**config.mk**
```make
export PLATFORM = sky130hd
export DESIGN_NAME = dcache_snoop_responder
export DESIGN_NICKNAME = d
export VERILOG_FILES = /design/src/rtl/cpu_types_pkg.sv /design/src/rtl/snoop_tag_match.sv /design/src/rtl/dcache_snoop_responder.sv
export SDC_FILE = /design/constraint.sdc
export NUM_CORES = 1
export LEC_CHECK = 0
export CAP_MARGIN = 20
export CORE_AREA = 2 2 86 88
export DETAILED_ROUTE_END_ITERATION = 10
export DIE_AREA = 0 0 88 90
export PLACE_DENSITY = 0.8
export SYNTH_ARGS = -nofsm -noshare
export SYNTH_HDL_FRONTEND = slang
export SYNTH_SLANG_ARGS = --single-unit
```
**constraint.sdc**
```tcl
create_clock -name CLK -period 2.5 [get_ports CLK]
set_input_delay 0.5 -clock CLK [delete_from_list [all_inputs] [get_ports CLK]]
set_output_delay 0.5 -clock CLK [all_outputs]
set_load 0.03 [all_outputs]
```
**src/rtl/cpu_types_pkg.sv**
```systemverilog
// rtl/cpu_types_pkg.sv - shared dcache address/word types and snoop FSM state encoding
package cpu_types_pkg;

  localparam int WORD_W = 32;
  localparam int DTAG_W = 26;
  localparam int DIDX_W = 3;
  localparam int DBLK_W = 1;
  localparam int DBYT_W = 2;

  typedef logic [WORD_W-1:0] word_t;

  typedef struct packed {
    logic [DTAG_W-1:0] tag;
    logic [DIDX_W-1:0] idx;
    logic [DBLK_W-1:0] blkoff;
    logic [DBYT_W-1:0] bytoff;
  } dcachef_t;

  typedef enum logic [2:0] {
    IDLE    = 3'd0,
    LOOKUP  = 3'd1,
    SUPPLY0 = 3'd2,
    SUPPLY1 = 3'd3,
    UPDATE  = 3'd4
  } snoop_state_t;

endpackage

```
**src/rtl/snoop_tag_match.sv**
```systemverilog
// rtl/snoop_tag_match.sv - combinational 2-way tag compare; way 0 has priority on a double hit
module snoop_tag_match
  import cpu_types_pkg::*;
#(
  parameter int TAG_W = DTAG_W
) (
  input  logic [TAG_W-1:0]      tag,
  input  logic [1:0][TAG_W-1:0] tag_rd,
  input  logic [1:0]            valid_rd,
  input  logic [1:0]            dirty_rd,
  output logic                  hit,
  output logic                  hit_way,
  output logic                  hit_dirty,
  output logic                  multi_hit
);

  logic [1:0] way_hit;

  always_comb begin
    way_hit[0] = valid_rd[0] && (tag_rd[0] == tag);
    way_hit[1] = valid_rd[1] && (tag_rd[1] == tag);
    hit        = |way_hit;
    multi_hit  = &way_hit;
    hit_way    = !way_hit[0] && way_hit[1];
    hit_dirty  = hit && dirty_rd[hit_way];
  end

endmodule

```
**src/rtl/dcache_snoop_responder.sv**
```systemverilog
// rtl/dcache_snoop_responder.sv - dcache-side snoop lookup, M-block supply and frame downgrade
// Optional SNOOP_STATS_EN adds saturating snoop_hits / snoop_invals counters.
module dcache_snoop_responder
  import cpu_types_pkg::*;
#(
  parameter int TAG_W = DTAG_W,
  parameter int IDX_W = DIDX_W
) (
  input  logic                  CLK,
  input  logic                  nRST,
  input  logic                  ccwait,
  input  logic                  ccinv,
  input  word_t                 ccsnoopaddr,
  input  logic                  dwait,
  input  logic [1:0][TAG_W-1:0] tag_rd,
  input  logic [1:0]            valid_rd,
  input  logic [1:0]            dirty_rd,
  input  word_t                 snp_rdata,
  output logic [IDX_W-1:0]      snp_idx,
  output logic                  snp_way,
  output logic                  snp_blkoff,
  output logic                  ccwrite,
  output word_t                 dstore,
  output logic                  upd_en,
  output logic                  upd_valid,
  output logic                  upd_dirty,
  output logic                  snoop_busy
`ifdef SNOOP_STATS_EN
  ,
  output logic [31:0]           snoop_hits,
  output logic [31:0]           snoop_invals
`endif
);

  snoop_state_t state, state_n;
  word_t        snp_addr;
  logic         snp_inv;
  logic         hit_way_q, hit_dirty_q;
  logic         rearm_wait, rearm_wait_n;
  logic         hit, hit_way, hit_dirty, multi_hit;
  logic [TAG_W-1:0] snp_tag;
  logic         addr_unused;

  assign snp_tag     = snp_addr[31 -: TAG_W];
  assign snp_idx     = snp_addr[3 +: IDX_W];
  assign addr_unused = ^snp_addr[2:0];

  snoop_tag_match #(.TAG_W(TAG_W)) u_tag_match (
    .tag       (snp_tag),
    .tag_rd    (tag_rd),
    .valid_rd  (valid_rd),
    .dirty_rd  (dirty_rd),
    .hit       (hit),
    .hit_way   (hit_way),
    .hit_dirty (hit_dirty),
    .multi_hit (multi_hit)
  );

  always_ff @(posedge CLK or negedge nRST) begin
    if (!nRST) begin
      state       <= IDLE;
      snp_addr    <= '0;
      snp_inv     <= 1'b0;
      hit_way_q   <= 1'b0;
      hit_dirty_q <= 1'b0;
      rearm_wait  <= 1'b0;
    end else begin
      state      <= state_n;
      rearm_wait <= rearm_wait_n;
      if (state == IDLE && state_n == LOOKUP) begin
        snp_addr <= ccsnoopaddr;
        snp_inv  <= ccinv;
      end
      if (state == LOOKUP) begin
        hit_way_q   <= hit_way;
        hit_dirty_q <= hit_dirty;
      end
    end
  end

  // rearm_wait blocks a still-held ccwait from replaying a finished snoop
  always_comb begin
    state_n      = state;
    rearm_wait_n = rearm_wait;
    case (state)
      IDLE: begin
        if (!ccwait)          rearm_wait_n = 1'b0;
        else if (!rearm_wait) state_n      = LOOKUP;
      end
      LOOKUP: begin
        if (!ccwait)                state_n = IDLE;
        else if (hit && hit_dirty)  state_n = SUPPLY0;
        else if (hit && snp_inv)    state_n = UPDATE;
        else begin
          state_n      = IDLE;
          rearm_wait_n = 1'b1;
        end
      end
      SUPPLY0: begin
        if (!ccwait)     state_n = IDLE;
        else if (!dwait) state_n = SUPPLY1;
      end
      SUPPLY1: begin
        if (!ccwait)     state_n = IDLE;
        else if (!dwait) state_n = UPDATE;
      end
      UPDATE: begin
        state_n      = IDLE;
        rearm_wait_n = 1'b1;
      end
      default: state_n = IDLE;
    endcase
  end

  assign snoop_busy = (state != IDLE);
  assign ccwrite    = (state == SUPPLY0 || state == SUPPLY1) && hit_dirty_q;
  assign snp_blkoff = (state == SUPPLY1);
  assign snp_way    = hit_way_q;
  assign dstore     = ccwrite ? snp_rdata : '0;
  assign upd_en     = (state == UPDATE);
  // the bus writes memory back during the transfer, so a surviving frame is always clean
  assign upd_valid  = upd_en && !snp_inv;
  assign upd_dirty  = 1'b0;

`ifdef SNOOP_STATS_EN
  always_ff @(posedge CLK or negedge nRST) begin
    if (!nRST) begin
      snoop_hits   <= '0;
      snoop_invals <= '0;
    end else begin
      if (state == LOOKUP && ccwait && hit && snoop_hits != '1)
        snoop_hits <= snoop_hits + 32'd1;
      if (state == UPDATE && snp_inv && snoop_invals != '1)
        snoop_invals <= snoop_invals + 32'd1;
    end
  end
`endif

  a_no_dual_hit: assert property (@(posedge CLK) disable iff (!nRST)
    (state == LOOKUP) |-> !multi_hit);

endmodule
```
Word level (Yosys, flattened, before mapping)
Index checks and enable logic that the tools add are counted.

Bits of input ports: 125. Bits in registers: 39.

Magnitude comparators: 1. Reductions and logical operators: 17. Mux-type cells: 18. Equal/unequal tests: 11.

Operators with widths (number): $eq A26 B26 Y1 (2); $mux W32 (1); $mux W3 (9); $pmux W3 S4 (1); $logic_and A1 B1 Y1 (9); $ne A2 B2 Y1 const B (4); $eq A3 B1 Y1 const B (2); $eq A3 B2 Y1 const B (2); $mux W1 (6); $reduce_bool A3 Y1 (2); $reduce_and A5 Y1 (1); $eq A3 B3 Y1 const B (1); $logic_not A3 Y1 (1); $pmux W1 S3 (1); $logic_not A1 Y1 (2); $lt A1 B2 Y1 const B (1); $reduce_or A2 Y1 (1); $logic_or A1 B1 Y1 (1).

Logic depth before layout (Yosys ltp)
Gate-level depths: netlist of the first run.

Word-level depth: 13. Mapped depth: 7. Depth with buffers taken out: 6.

Cells and area by module
Synthesis of the first run repeated with hierarchy kept, for this count alone.

Cells, all modules: 214. Area total of the unflattened synthesis: 2434.8 µm².

Modules (own cells, without submodules): dcache_snoop_responder (area each 1833.0 µm², instances 1, seq. area each 900.9 µm², cells each 137); snoop_tag_match (area each 601.8 µm², instances 1, seq. area each 0.0 µm², cells each 77).

Worst setup path after synthesis of the first run
No wires, ideal clock.

Path type: reg2out. Start point: register state[0]. End point: output upd_valid. Data arrival time: 1.813 ns. Required time: 2.000 ns. Cell stages (with the launch flop): 4. Setup slack: 0.187 ns. Buffers on the path: 1. Cells stage by stage: dfrtp_1 buf_6 nor3b_1 nor2b_1.

Cells in the longest elaborated chain, start to end: 2.

RTL lines: from (decl) (line dcache_snoop_responder.sv:35) `snoop_state_t state, state_n;`; from (signal assigned) (line dcache_snoop_responder.sv:68) `state <= state_n;`; $eq A3 B3 Y1 (line dcache_snoop_responder.sv:120) `assign upd_en = (state == UPDATE);`; net upd_en (line dcache_snoop_responder.sv:24) `output logic upd_en,`; $logic_and A1 B1 Y1 (line dcache_snoop_responder.sv:122) `assign upd_valid = upd_en && !snp_inv;`; to (decl) (line dcache_snoop_responder.sv:25) `output logic upd_valid,`.

The timed path passes the listed nets, and every way through them passes these cells.

Worst setup path after layout of the first run
Start point: register state[0]. End point: output upd_valid.

Cells in the longest elaborated chain, start to end: 2.

RTL lines (line): $eq A3 B3 Y1 (dcache_snoop_responder.sv:120); $logic_and A1 B1 Y1 (dcache_snoop_responder.sv:122).

No other way between the ends.

==> results.sh, run 1 <==
export IMPL_outcome="complete, no violations"
export IMPL_drt_initial_drc_count=44
export IMPL_cts_resized=0
export IMPL_post_route_worst_setup_slack_ps=134.7
export IMPL_diodes=0
export IMPL_drive_above_1_share=0.2094
export IMPL_fin_nets=507
export IMPL_via_per_inst=4.553
export IMPL_dieArea_sq_um=7920
export IMPL_cp_required_ps=2000
export IMPL_r2r_slack_ps=460
export IMPL_finish_utilization=0.5921
export IMPL_fin_skew_ps=4.112
export IMPL_dr_total_vias=2190
export IMPL_r2r_end="snp_addr[31]"
export IMPL_pin_count=167
export IMPL_reg2reg_depth=3
export IMPL_min_period_over_period=0.9461
export IMPL_overflow=0
export IMPL_grt_first_pass_wirelength_mm=11.65
export IMPL_ys_ff_latch=36
export IMPL_clock_fmax_mhz=422.8
export IMPL_place_area_sq_um=4060
export IMPL_first_pass_iters=4
export IMPL_final_area_sq_um=4156
export IMPL_dp_slack_ps=68.11
export IMPL_die_h_um=90
export IMPL_finalHoldViolCount=0
export IMPL_slew_viol_final=0
export IMPL_holdBufCountCts=0
export IMPL_pwr_share_comb=0.429
export IMPL_finalWirelength_mm=7.169
export IMPL_fin_setup_tns_ps=0
export IMPL_setup_violations=0
export IMPL_startpoint_type="flop"
export IMPL_grt_max_degree=37
export IMPL_switchingPower_mw=0.8080
export IMPL_netlist_area_sq_um=2480
export IMPL_crit_start="state[0]"
export IMPL_wl_per_cell_um=14.90
export IMPL_clockBufferDepth=2
export IMPL_die_w_um=88
export IMPL_avgSynthCellArea_sq_um=11.07
export IMPL_post_cts_setup_buffers=0
export IMPL_synth_top_flop_cell="dfrtp_1"
export IMPL_drc=0
export IMPL_rsz0062_at_grt="no"
export IMPL_port_buffers=162
export IMPL_grt_antenna_before_repair=0
export IMPL_cp_arrival_ps=1870
export IMPL_tightest_slew_ps=808.6
export IMPL_cts_root_buffer="clkbuf_8"
export IMPL_syn_instance_count=224
export IMPL_vdd_drop_max_v=0.0003893
export IMPL_synth_cell_types=32
export IMPL_initial_utilization=0.3532
export IMPL_async_reset_ff_frac=1.000
export IMPL_htree_levels=2
export IMPL_numCtsBuffers=5
export IMPL_netlist_area_leader_share=0.3633
export IMPL_ant_nets=0
export IMPL_crit_end="upd_valid"
export IMPL_cp_end_kind="output port"
export IMPL_coreArea_sq_um=7020
export IMPL_slew_headroom=0.4609
export IMPL_syn_nets=349
export IMPL_synth_area_leader_cell="dfrtp_1"
export IMPL_place_gp_congestion=0.7603
export IMPL_track_usage=0.1862
export IMPL_seq_area_frac_synth=0.3633
export IMPL_worstReg2RegStart="state[0]"
export IMPL_first_global_vias=2312
export IMPL_hold_path_class="in -> async"
export IMPL_cap_viol_max_count=0
export IMPL_cp_max_fo=9
export IMPL_synthToLayoutAreaGrowth_pct=67.61
export IMPL_path_clk_slew_ps=70
export IMPL_min_period_ps=2365
export IMPL_synth_edf_count=0
export IMPL_yosys_warnings=0
export IMPL_worstSkewPairLatency_ps=280
export IMPL_switching_share=0.3131
export IMPL_p_int_mw=1.772
export IMPL_clockPowerShare=0.174
export IMPL_p_leak_nw=1.903
export IMPL_seqPwrFrac=0.397
export IMPL_clkSinkCount=36
export IMPL_row_count=31
export IMPL_criticalPathCategory="reg -> out"
export IMPL_ys_top_cells_by_area="dfrtp_1 (36%), mux2_4 (18%), xnor2_1 (14%)"
export IMPL_dp_hpwl_mm=5.703
export IMPL_cts_tree="yes"
export IMPL_power_density_nw_per_um2=620.8
[placed cells by master, fill, tap and decap left out, drive strengths merged, types with 7 or more instances in the layout]
master | netlist | final
clkbuf | 6 | 7
and3 | 33 | 33
clkdlybuf4s50 | 0 | 127
buf | 8 | 38
xnor2 | 39 | 39
nand4 | 12 | 12
xor2 | 14 | 14
dfrtp | 36 | 36
mux2 | 32 | 32
[synth_stat cells, drive strengths merged, types with 2 or more instances]
cell and instances:
nand3 3, mux2 32, mux2i 2, clkbuf 6, nor4 4, xnor2 39, and3 33, inv 2
and2 2, nor2b 4, o21ai 4, nand2 3, xor2 14, dfrtp 36, nand2b 2, buf 8
nor3 3, nand4 12, nor2 4
[worst min path at each step]
stage / end / from / slack (ps) / cells after the start
after floorplan: hit_dirty_q / nRST / 200 / 0
after global placement: snp_way / snp_way / 470 / 2
after detailed placement: snp_way / snp_way / 480 / 2
after CTS: snp_addr[26] / nRST / 330 / 1
after global routing: snp_addr[23] / nRST / 380 / 1
final: snp_addr[18] / nRST / 310 / 1
[state kept, by name, indices dropped and copies added (netlist names)]
signal / count
hit_dirty_q: 1
rearm_wait: 1
snp_way: 1
snp_inv: 1
snp_addr: 29
state: 3
[worst max-delay path, cell delays in order, from the launching register on]
cell             delay [ps]
dfrtp_1                 480
nor3b_1                 270
nor2b_1                 160
clkdlybuf4s50_1         680
[layout make-up]
| class | instances | area [sq um] |
|---|---|---|
| Multi-Input combinational cell | 172 | 1474 |
| Tap cell | 99 | 123.9 |
| Sequential cell | 36 | 900.9 |
| Inverter | 2 | 7.507 |
| Clock buffer | 7 | 96.34 |
| Timing Repair Buffer | 165 | 1554 |
| Fill cell | 609 | 2864 |
[cell families after synthesis]
family / share of synthesized area
compound gates: 0.02220
flops: 0.3633
xor+xnor: 0.1872
mux: 0.1988
other cells: 0.001512
simple gates: 0.1847
buf+inv: 0.04238
[power by group through the flow]
stage	clock network (mW)	registers, mW	logic, mW
after detailed placement	0	1.03	1.12
after floorplan	0	0.969	0.823
final	0.448	1.03	1.11
after CTS	0.468	1.03	1.12
after global routing	0.487	1.06	1.20
after global placement	0	1.03	1.09
[routing by layer]
layer / global-route usage / wire length (um)
met3: 0.04775 / 427
met5: 0 / 0
met2: 0.3005 / 3478
met4: 0.03462 / 53
met1: 0.2522 / 3210
[metrics by stage]
stage / power [mW] / hold slack, ps / cells
after floorplan: 1.792 / 204.4 / 224
after global placement: 2.119 / 466.2 / 474
after detailed placement: 2.150 / 481.3 / 474
after CTS: 2.618 / 334.9 / 481
after global routing: 2.746 / 377.5 / 481
final: 2.581 / 308.2 / 481
Power figures use the tool's default switching activity.
==> run 2, diff against run 1 <==
--- a/config.mk
+++ b/config.mk
@@ -5,11 +5,11 @@
 export SDC_FILE = /design/constraint.sdc
 export NUM_CORES = 1
 export LEC_CHECK = 0
-export CAP_MARGIN = 20
 export CORE_AREA = 2 2 86 88
 export DETAILED_ROUTE_END_ITERATION = 10
 export DIE_AREA = 0 0 88 90
 export PLACE_DENSITY = 0.8
 export SYNTH_ARGS = -nofsm -noshare
 export SYNTH_HDL_FRONTEND = slang
+export SYNTH_HIERARCHICAL = 1
 export SYNTH_SLANG_ARGS = --single-unit
==> run 2 against run 1 <==
  * Cell area grew 0.24%
  * Sequential power barely moved
  * Core utilization grew 0.14 points
  * Maximum frequency increased by 1.0%
  * Clock power down 12%
  * Die area unchanged
  * Critical path depth up 1
  * Non-clock buffer count is 1 higher
  * Largest cell class unchanged
==> results.sh, run 2 <==
export IMPL_outcome="complete, no violations"
export IMPL_finalHoldViolCount=0
export IMPL_worstReg2RegStart="snp_addr[21]"
export IMPL_clockPowerShare=0.156
export IMPL_grt_antenna_before_repair=0
export IMPL_wl_per_cell_um=14.72
export IMPL_power_density_nw_per_um2=604.2
export IMPL_htree_levels=2
export IMPL_rsz0062_at_grt="no"
export IMPL_cp_arrival_ps=1840
export IMPL_seqPwrFrac=0.406
export IMPL_reg2reg_depth=9
export IMPL_die_h_um=90
export IMPL_cts_tree="yes"
export IMPL_p_leak_nw=1.822
export IMPL_criticalPathCategory="reg -> out"
export IMPL_crit_path_cell_trace="and3b_1, buf_4, and2_1, buf_12"
export IMPL_routed_top_layer="met4"
export IMPL_syn_instance_count=213
export IMPL_cp_required_ps=2000
export IMPL_yosys_warnings=6
export IMPL_final_cell_mix="clkdlybuf4s50_1 (128), xnor2_1 (39), dfrtp_1 (36)"
export IMPL_r2r_slack_ps=410
export IMPL_die_w_um=88
export IMPL_worst_path_buf_inv=2
export IMPL_path_clk_slew_ps=80
export IMPL_dr_total_vias=2134
export IMPL_wl_met3_um=685
export IMPL_post_route_worst_setup_slack_ps=158.8
export IMPL_reg_largest_list="snp_addr x29, state x3"
export IMPL_min_period_over_period=0.9365
export IMPL_switching_share=0.3180
export IMPL_slew_headroom=0.4419
export IMPL_largest_register="snp_addr"
export IMPL_drive_above_1_share=0.2112
export IMPL_port_buffers=162
export IMPL_fillers=603
export IMPL_finish_utilization=0.5935
export IMPL_holdBufCountCts=0
export IMPL_synthToLayoutAreaGrowth_pct=71.38
export IMPL_drt_initial_drc_count=41
export IMPL_largest_reg_flops=29
export IMPL_switchingPower_mw=0.8006
export IMPL_tightest_slew_ps=837.1
export IMPL_syn_nets=338
export IMPL_drc=0
export IMPL_grt_first_pass_wirelength_mm=10.45
export IMPL_final_area_sq_um=4167
export IMPL_place_gp_congestion=0.7758
export IMPL_p_int_mw=1.717
export IMPL_register_area_sq_um=900.9
export IMPL_dieArea_sq_um=7920
export IMPL_startpoint_type="flop"
export IMPL_setup_violations=0
export IMPL_max_stage_delay_ps=540
export IMPL_first_global_vias=2244
export IMPL_dp_slack_ps=-149.3
export IMPL_clock_fmax_mhz=427.1
export IMPL_cp_max_fo=25
export IMPL_crit_cells=4
export IMPL_hold_ws_ps=303.8
export IMPL_numCtsBuffers=5
export IMPL_cp_end_kind="output port"
export IMPL_via_per_inst=4.512
export IMPL_row_count=31
export IMPL_r2r_end="state[2]"
export IMPL_cts_root_buffer="clkbuf_8"
export IMPL_min_period_ps=2341
export IMPL_netlist_area_sq_um=2431
export IMPL_worstSkewPairLatency_ps=280
export IMPL_initial_utilization=0.3463
export IMPL_coreArea_sq_um=7020
export IMPL_multi_input_area_sq_um=1438
export IMPL_diodes=0
export IMPL_fin_skew_ps=5.925
export IMPL_cp_slowest_cell="dfrtp_1"
export IMPL_wl_met1_mm=2.531
export IMPL_cap_viol_max_count=0
export IMPL_overflow=0
export IMPL_vdd_drop_max_v=0.0003702
export IMPL_slew_viol_final=0
export IMPL_first_pass_iters=4
export IMPL_pwr_share_comb=0.438
export IMPL_wl_met2_mm=3.672
export IMPL_grt_max_degree=37
export IMPL_clockBufferDepth=2
export IMPL_p_total_mw=2.517
export IMPL_place_area_sq_um=4076
export IMPL_post_cts_setup_buffers=0
export IMPL_critical_path_top_delay_family="simple AND/OR/NAND/NOR gates"
export IMPL_finalWirelength_mm=6.963
export IMPL_fin_nets=499
export IMPL_pin_count=167
export IMPL_track_usage=0.1709
export IMPL_clkSinkCount=36
export IMPL_hold_path_class="in -> async"
export IMPL_dp_hpwl_mm=5.865
export IMPL_ant_nets=0
export IMPL_layout_commonest_cell="clkdlybuf4s50_1"
export IMPL_avgSynthCellArea_sq_um=11.41
==> run 2: area by class of cell <==
type | count | area share
inverter | 2 | 0.001802
tap | 99 | 0.02973
clock inverter | 1 | 0.001201
multi-input combinational | 163 | 0.3450
sequential | 36 | 0.2162
timing repair buffer | 166 | 0.3886
clock buffer | 6 | 0.01742
==> run 2: power groups by stage <==
stage               combinational [mW]  clock [mW]  sequential [mW]
floorplan                        0.809           0            0.968
global placement                  1.08           0             1.03
detailed placement                1.11           0             1.03
CTS                               1.11       0.406             1.03
global route                      1.18       0.431             1.05
finish                            1.10       0.393             1.02
==> run 2: how the worst max path moves through the flow <==
stage / startpoint / to / slack, ps
final: state[1] / dstore[18] / 160
after global routing: state[1] / dstore[18] / 10
after global placement: tag_rd[4] / rearm_wait / -60
after detailed placement: tag_rd[13] / rearm_wait / -150
after CTS: state[1] / ccwrite / 80
after floorplan: state[1] / dstore[22] / 680
==> run 2: what timing repair did <==
| action | in CTS | in global routing |
|---|---|---|
| endpoints found under the hold margin | 0 | 0 |
| endpoints found under the setup margin | 0 | 4 |
| resized for setup | 0 | 3 |
==> run 2: per-stage QoR <==
stage	TNS [ps]	std cells
2_1_floorplan	0	213
3_3_place_gp	-131.1	466
3_5_place_dp	-417.5	466
4_1_cts	0	473
5_1_grt	0	473
6_report	0	473
==> run 2: routing by layer <==
metal,GRT usage,up-vias
li1,-,1033
met1,0.1741,983
met2,0.3308,109
met3,0.05234,9
met4,0.03590,0
met5,0,-
==> run 3, diff against run 2 <==
--- a/config.mk
+++ b/config.mk
@@ -5,6 +5,7 @@
 export SDC_FILE = /design/constraint.sdc
 export NUM_CORES = 1
 export LEC_CHECK = 0
+export CAP_MARGIN = 20
 export CORE_AREA = 2 2 86 88
 export DETAILED_ROUTE_END_ITERATION = 10
 export DIE_AREA = 0 0 88 90
==> results of run 3 <==
Final layout, timing and power as in run 2 (identical DEF).
